==> src/rtl/ft_pkg.sv <==
// Shared definitions for the FT601 245-synchronous-FIFO bus master.
// Holds the FSM state encoding, the default bus width and the byte-enable constant.
package ft_pkg;

    localparam int         DEF_FT_DATA_WIDTH = 32;
    localparam logic [3:0] BE_ALL            = 4'hF;

    typedef enum logic [2:0] {
        IDLE     = 3'd0,
        TX_BURST = 3'd1,
        TX_END   = 3'd2,
        RX_OE    = 3'd3,
        RX_BURST = 3'd4,
        RX_END   = 3'd5
    } ft_state_t;

endpackage

==> src/rtl/ft601_fifo_master.sv <==
// FT601 synchronous FIFO master: bursts words from the A2F FIFO to the FT pins (TX)
// and from the FT pins into the F2A FIFO (RX), with TX/RX arbitration and bus turnaround.
module ft601_fifo_master
    import ft_pkg::*;
#(
    parameter int FT_DATA_WIDTH = DEF_FT_DATA_WIDTH,
    parameter int PACKET_WORDS  = 32,
    parameter int CNT_WIDTH     = 8
) (
    input  logic                     ft_clk,
    input  logic                     rst,
    input  logic                     ft_txe_n,
    input  logic                     ft_rxf_n,
    output logic                     ft_oe_n,
    output logic                     ft_wr_n,
    output logic                     ft_rd_n,
    input  logic [FT_DATA_WIDTH-1:0] ft_data_in,
    output logic [FT_DATA_WIDTH-1:0] ft_data_out,
    output logic                     ft_data_oe,
    input  logic [3:0]               ft_be_in,
    output logic [3:0]               ft_be_out,
    input  logic [FT_DATA_WIDTH-1:0] a2f_data,
    input  logic [CNT_WIDTH-1:0]     a2f_count,
    output logic                     a2f_rd,
    output logic [FT_DATA_WIDTH-1:0] f2a_data,
    output logic [3:0]               f2a_be,
    output logic                     f2a_wr,
    input  logic [CNT_WIDTH-1:0]     f2a_free,
    output logic                     tx_active,
    output logic                     rx_active,
    output ft_state_t                o_dbg_state
);

    localparam logic [CNT_WIDTH-1:0] PKT = CNT_WIDTH'(PACKET_WORDS);

    ft_state_t                r_state;
    ft_state_t                w_next;
    logic                     r_prio_tx;
    logic                     w_prio_next;
    logic [CNT_WIDTH-1:0]     r_cnt;

    logic                     r_oe_n, r_wr_n, r_rd_n, r_data_oe, r_tx_act, r_rx_act;
    logic                     w_oe_n, w_wr_n, w_rd_n, w_data_oe, w_tx_act, w_rx_act;
    logic [FT_DATA_WIDTH-1:0] r_f2a_data;
    logic [3:0]               r_f2a_be;
    logic                     r_f2a_wr;

    logic w_tx_ok, w_rx_ok, w_tx_xfer, w_rx_xfer, w_last;

    // Handshake: a word moves on a rising edge only when our strobe (wr_n or rd_n) is
    // already low and the FT601 flag (txe_n or rxf_n) is low in the same cycle; either
    // side going high simply stalls the transfer, nothing is ever dropped.
    assign w_tx_ok   = !ft_txe_n && (a2f_count >= PKT);
    assign w_rx_ok   = !ft_rxf_n && (f2a_free >= PKT);
    assign w_tx_xfer = !r_wr_n && !ft_txe_n && (a2f_count != '0) && (r_cnt < PKT);
    assign w_rx_xfer = !r_rd_n && !ft_rxf_n && (r_cnt < PKT);
    assign w_last    = (r_cnt == PKT - 1'b1);

    always_ff @(posedge ft_clk) begin
        if (rst) begin
            r_state   <= IDLE;
            r_prio_tx <= 1'b1;
        end else begin
            r_state   <= w_next;
            r_prio_tx <= w_prio_next;
        end
    end

    always_comb begin
        w_next      = r_state;
        w_prio_next = r_prio_tx;
        case (r_state)
            IDLE: begin
                if (w_tx_ok && w_rx_ok) begin
                    w_next      = r_prio_tx ? TX_BURST : RX_OE;
                    w_prio_next = !r_prio_tx;
                end else if (w_tx_ok) begin
                    w_next = TX_BURST;
                end else if (w_rx_ok) begin
                    w_next = RX_OE;
                end
            end
            TX_BURST: begin
                if (ft_txe_n || (w_tx_xfer && w_last) || (r_cnt >= PKT))
                    w_next = TX_END;
            end
            TX_END:   w_next = IDLE;
            RX_OE:    w_next = RX_BURST;
            RX_BURST: begin
                if (ft_rxf_n || (w_rx_xfer && w_last) || (r_cnt >= PKT))
                    w_next = RX_END;
            end
            RX_END:   w_next = IDLE;
            default:  w_next = IDLE;
        endcase
    end

    // Pin strobes are decoded from the next state so they change on the same edge as the state.
    always_comb begin
        w_oe_n    = !((w_next == RX_OE) || (w_next == RX_BURST));
        w_rd_n    = !(w_next == RX_BURST);
        w_wr_n    = !(w_next == TX_BURST);
        w_data_oe = (w_next == TX_BURST);
        w_tx_act  = (w_next == TX_BURST) || (w_next == TX_END);
        w_rx_act  = (w_next == RX_OE) || (w_next == RX_BURST) || (w_next == RX_END);
    end

    always_ff @(posedge ft_clk) begin
        if (rst) begin
            r_oe_n     <= 1'b1;
            r_wr_n     <= 1'b1;
            r_rd_n     <= 1'b1;
            r_data_oe  <= 1'b0;
            r_tx_act   <= 1'b0;
            r_rx_act   <= 1'b0;
            r_cnt      <= '0;
            r_f2a_wr   <= 1'b0;
            r_f2a_data <= '0;
            r_f2a_be   <= '0;
        end else begin
            r_oe_n    <= w_oe_n;
            r_wr_n    <= w_wr_n;
            r_rd_n    <= w_rd_n;
            r_data_oe <= w_data_oe;
            r_tx_act  <= w_tx_act;
            r_rx_act  <= w_rx_act;
            r_f2a_wr  <= w_rx_xfer;
            if (r_state == IDLE)
                r_cnt <= '0;
            else if (w_tx_xfer || w_rx_xfer)
                r_cnt <= r_cnt + 1'b1;
            if (w_rx_xfer) begin
                r_f2a_data <= ft_data_in;
                r_f2a_be   <= ft_be_in;
            end
        end
    end

    assign ft_oe_n     = r_oe_n;
    assign ft_wr_n     = r_wr_n;
    assign ft_rd_n     = r_rd_n;
    assign ft_data_oe  = r_data_oe;
    assign ft_data_out = a2f_data;
    assign ft_be_out   = BE_ALL;
    assign a2f_rd      = w_tx_xfer;
    assign f2a_data    = r_f2a_data;
    assign f2a_be      = r_f2a_be;
    assign f2a_wr      = r_f2a_wr;
    assign tx_active   = r_tx_act;
    assign rx_active   = r_rx_act;
    assign o_dbg_state = r_state;

endmodule

==> config.mk <==
export PLATFORM = sky130hd
export DESIGN_NAME = ft601_fifo_master
export DESIGN_NICKNAME = d
export VERILOG_FILES = /design/src/rtl/ft_pkg.sv /design/src/rtl/ft601_fifo_master.sv
export SDC_FILE = /design/constraint.sdc
export NUM_CORES = 1
export LEC_CHECK = 0
export CAP_MARGIN = 5
export CORE_MARGIN = 8
export CORE_UTILIZATION = 32
export CTS_CLUSTER_SIZE = 28
export DETAILED_ROUTE_END_ITERATION = 7
export PLACE_DENSITY = 0.77
export RECOVER_POWER = 25
export SLEW_MARGIN = 40
export SYNTH_ARGS = -nofsm -noshare
export SYNTH_HDL_FRONTEND = slang
export SYNTH_SLANG_ARGS = --single-unit
==> constraint.sdc <==
create_clock -name ft_clk -period 2.11 [get_ports ft_clk]
set_input_delay 0.633 -clock ft_clk [delete_from_list [all_inputs] [get_ports ft_clk]]
set_output_delay 0.633 -clock ft_clk [all_outputs]
set_load 0.02 [all_outputs]
==> results summary <==
The net count of the finished layout is 465. The per-cell via count in the routed design came out at 4.54. TritonCTS built the clock tree. The aggregate routed wire length is 6.57 mm.

The number of antenna violations at the first check in global routing is 0. The core region area is 0.00757 mm². At the end of routability-driven placement, the weighted congestion stood at 0.795. The count of filler cells inserted in the layout is 717. The number of max-capacitance violations reported is 0.

The number of ports placed on the die boundary came out at 171. The met1 routed wirelength after detailed routing is 2.56 mm. The number of iterations in the first detailed-routing pass came out at 4. The final hold slack is 0.459 ns. The layout-stage area growth over the synthesis result is 45.6%. The via count came out at 2168. The hold violation total from the final report came out at 0.

Clock-pin slew was measured on the worst setup and hold paths at 0.09 ns. Measured along the x axis, the die boundary spans 103 µm. After detailed routing, no signal wire sits above met4.

The floorplan row count is 32. The ratio of total power to cell area came out at 579 mW/mm². The final worst setup slack is -0.203 ns. The number of global-route vias before repair came out at 2257. The first global-routing pass estimated 10.4 mm of wire. The leakage power of the design is 1.30 nW.

The total of buffers placed on input and output ports came out at 97. The time the worst path needs with I/O delays and setup came out at 2.31 ns. The sequential fraction of the synthesis area is 45.0%. The fraction of registers with async set or reset after synthesis is 0%.

The slew at the pin closest to its max-slew limit came out at 0.537 ns. The proportion of layout cells with a drive suffix above 1 is 12.8%. After synthesis the netlist holds a flip-flop and latch count of 55. The post-detailed-route count of antenna-violating nets came out at 0. The sort of element at the start of the critical path is a register.

The final design instance area without fill came out at 0.00356 mm². The number of warnings printed during yosys synthesis is 0. On the worst path, the slowest cell contributes a delay of 0.55 ns. The checks that failed: negative setup slack. Entering global routing, the biggest net connects 32 pins.

After detailed routing, the number of remaining DRC violations is 0. Walking the worst path, the cells encountered are or4_4, a311oi_4, buf_6. The die height came out at 103 µm. The number of enable flip-flop cells after synthesis came out at 0.

The mean post-synth cell area is 8.27 µm². The largest fanout on the critical path came out at 2. The library cells used most frequently in the layout, excluding fill and tap cells, are sky130_fd_sc_hd__clkdlybuf4s50_1, sky130_fd_sc_hd__nand2_1, sky130_fd_sc_hd__dfxtp_1. The leftover overflow at the end of global routing is 0. STA classifies the critical path endpoint as an output port.

The maximum buffer depth of the clock tree came out at 2. The maximum level of the CTS H-tree came out at 2. Clock latency on the worst-skew pair, taken at its later pin, is 0.30 ns. The number of buffers added by the clock tree synthesis step is 5.

The final design utilization is 47.1%. The min-delay analysis places its worst path in the category reg -> reg. On the final layout, the worst clock skew is 0.00592 ns. The highest clock rate is 432 MHz. The initial core utilization is 32.3%. Buffers inserted to repair hold after CTS numbered 0. The clock sink count came out at 55. The synthesized design spends more area on one cell type than any other, namely sky130_fd_sc_hd__dfxtp_1.

After routing, the total negative slack on setup checks comes to -0.203 ns. The number of standard cells after synthesis came out at 296. The final critical-path share of the clock period came out at 110%. The number of pins exceeding their max-slew limit in the final report came to 0. The routed wire length on met2 came out at 3.26 mm. The count of final setup violators came out at 1.

In this run the clock root is driven by a sky130_fd_sc_hd__clkbuf_8. In this run the cell area measured after placement is 0.00342 mm². For this run, the leading register cell type out of synthesis is sky130_fd_sc_hd__dfxtp_1. The count of different cell masters after synthesis came out at 46. The repair_antennas step left the layout with diodes totalling 0. The relative slew slack came out at 63.9%. The number of DRC markers after the initial detailed-route iteration is 58. The synthesized area is 0.00245 mm². The library cell used most frequently in the layout, excluding fill and tap cells, is sky130_fd_sc_hd__clkdlybuf4s50_1. The run finished, with violations left.

The worst setup path is of the reg -> out kind. Across every metal layer, demand over resource in global routing totals 12.1%. The die covers 0.0107 mm². The half-perimeter wire length after detailed placement came out at 5.19 mm. The per-cell routed wire length came out at 13.7 µm. The data required time at the worst endpoint is 1.48 ns. STA puts the critical path data arrival time at 1.68 ns. The proportion of netlist area held by the largest area contributor is 45.0%. Yosys attributes the largest share of cell area to sky130_fd_sc_hd__dfxtp_1, sky130_fd_sc_hd__nand2_1, sky130_fd_sc_hd__buf_4. The slowest stage of the critical path is the sky130_fd_sc_hd__or4_4 cell. The setup slack at placement came out at -1.00 ns. Setup repair after global routing could not meet its margin everywhere. The met3 wirelength from detailed routing came out at 664 µm. The peak ir drop on the vdd network is 0.318 mV.
power by group:
part	internal, mW	switching (mW)	total, mW
Sequential	1.06	0.0213	1.09
Clock	0.300	0.314	0.614
Combinational	0.204	0.158	0.362
Total	1.57	0.494	2.06
per-stage QoR:
| step | std cells | total power [mW] |
|---|---|---|
| final | 478 | 2.06 |
| after global routing | 478 | 2.17 |
| after CTS | 478 | 2.10 |
| after detailed placement | 469 | 1.47 |
| after global placement | 469 | 1.46 |
| after floorplan | 299 | 1.35 |
what timing repair did:
| action | CTS | global route |
|---|---|---|
| setup buffers | 1 | 0 |
| resized for setup | 14 | 7 |
| setup endpoints to repair | 2 | 46 |
| pin swaps | 2 | 2 |
metal layers:
| layer | global-route usage (%) | up-vias |
|---|---|---|
| met5 | 0 | - |
| met4 | 3.34 | 0 |
| met3 | 5.35 | 14 |
| met2 | 21.6 | 70 |
| met1 | 12.4 | 974 |
| li1 | - | 1110 |
sequential cells by signal, summed over array words and instances (netlist names), 3 cells and up:
name         flops
f2a_be           4
f2a_data        32
o_dbg_state      3
r_cnt            8
cell usage after synthesis, types with 2 or more instances:
cell,count
sky130_fd_sc_hd__mux2i_1,3
sky130_fd_sc_hd__and2_2,2
sky130_fd_sc_hd__or3_1,5
sky130_fd_sc_hd__nand2b_1,3
sky130_fd_sc_hd__nand4b_1,3
sky130_fd_sc_hd__a21oi_1,38
sky130_fd_sc_hd__buf_2,4
sky130_fd_sc_hd__buf_4,36
sky130_fd_sc_hd__ha_1,2
sky130_fd_sc_hd__and3_1,2
sky130_fd_sc_hd__nand2_1,82
sky130_fd_sc_hd__nor3b_1,3
sky130_fd_sc_hd__dfxtp_1,55
sky130_fd_sc_hd__nor4_1,2
sky130_fd_sc_hd__nor3_1,5
sky130_fd_sc_hd__clkbuf_1,10
sky130_fd_sc_hd__nand3_1,2
sky130_fd_sc_hd__nor2_1,8
sky130_fd_sc_hd__inv_1,3
sky130_fd_sc_hd__o211ai_1,2
worst paths after layout:
check	startpoint	to	slack, ns	cells after the start
worst min register to register	f2a_data[0]$_SDFFE_PP0P_	f2a_data[0]$_SDFFE_PP0P_	0.46	2
worst max-delay path	r_cnt[7]$_SDFFE_PP0P_	a2f_rd	-0.20	3
worst max register to register	r_cnt[7]$_SDFFE_PP0P_	r_cnt[0]$_SDFFE_PP0P_	0.28	6
worst min-delay path	f2a_data[0]$_SDFFE_PP0P_	f2a_data[0]$_SDFFE_PP0P_	0.46	2
worst max-delay path: cells and delay by family, from the launching register on:
family	cells	cell delay, ns
buffers and inverters	1	0.17
flip-flops	1	0.33
AO/OA/AOI/OAI	1	0.32
AND/OR/NAND/NOR	1	0.55
area by class of cell:
| cell class | count | area [µm²] | area share (%) |
|---|---|---|---|
| well taps | 102 | 128 | 3.58 |
| clock buffers | 8 | 100 | 2.81 |
| multi-input cells | 190 | 1040 | 29.3 |
| flip-flops and latches | 55 | 1100 | 31.0 |
| inverters | 3 | 11.3 | 0.316 |
| repair buffers | 120 | 1180 | 33.0 |
cell families (layout without fill, tap and decap cells):
| group | after synthesis | count (layout) | synth area share [%] |
|---|---|---|---|
| simple gates | 124 | 124 | 23.2 |
| compound gates | 56 | 56 | 15.1 |
| flops | 55 | 55 | 45.0 |
| buf+inv | 54 | 131 | 14.0 |
| mux | 3 | 3 | 1.23 |
| fa+ha+maj | 2 | 2 | 1.02 |
| other cells | 1 | 4 | 0.153 |
| xor+xnor | 1 | 1 | 0.358 |
(Power assumes the default switching activity.)
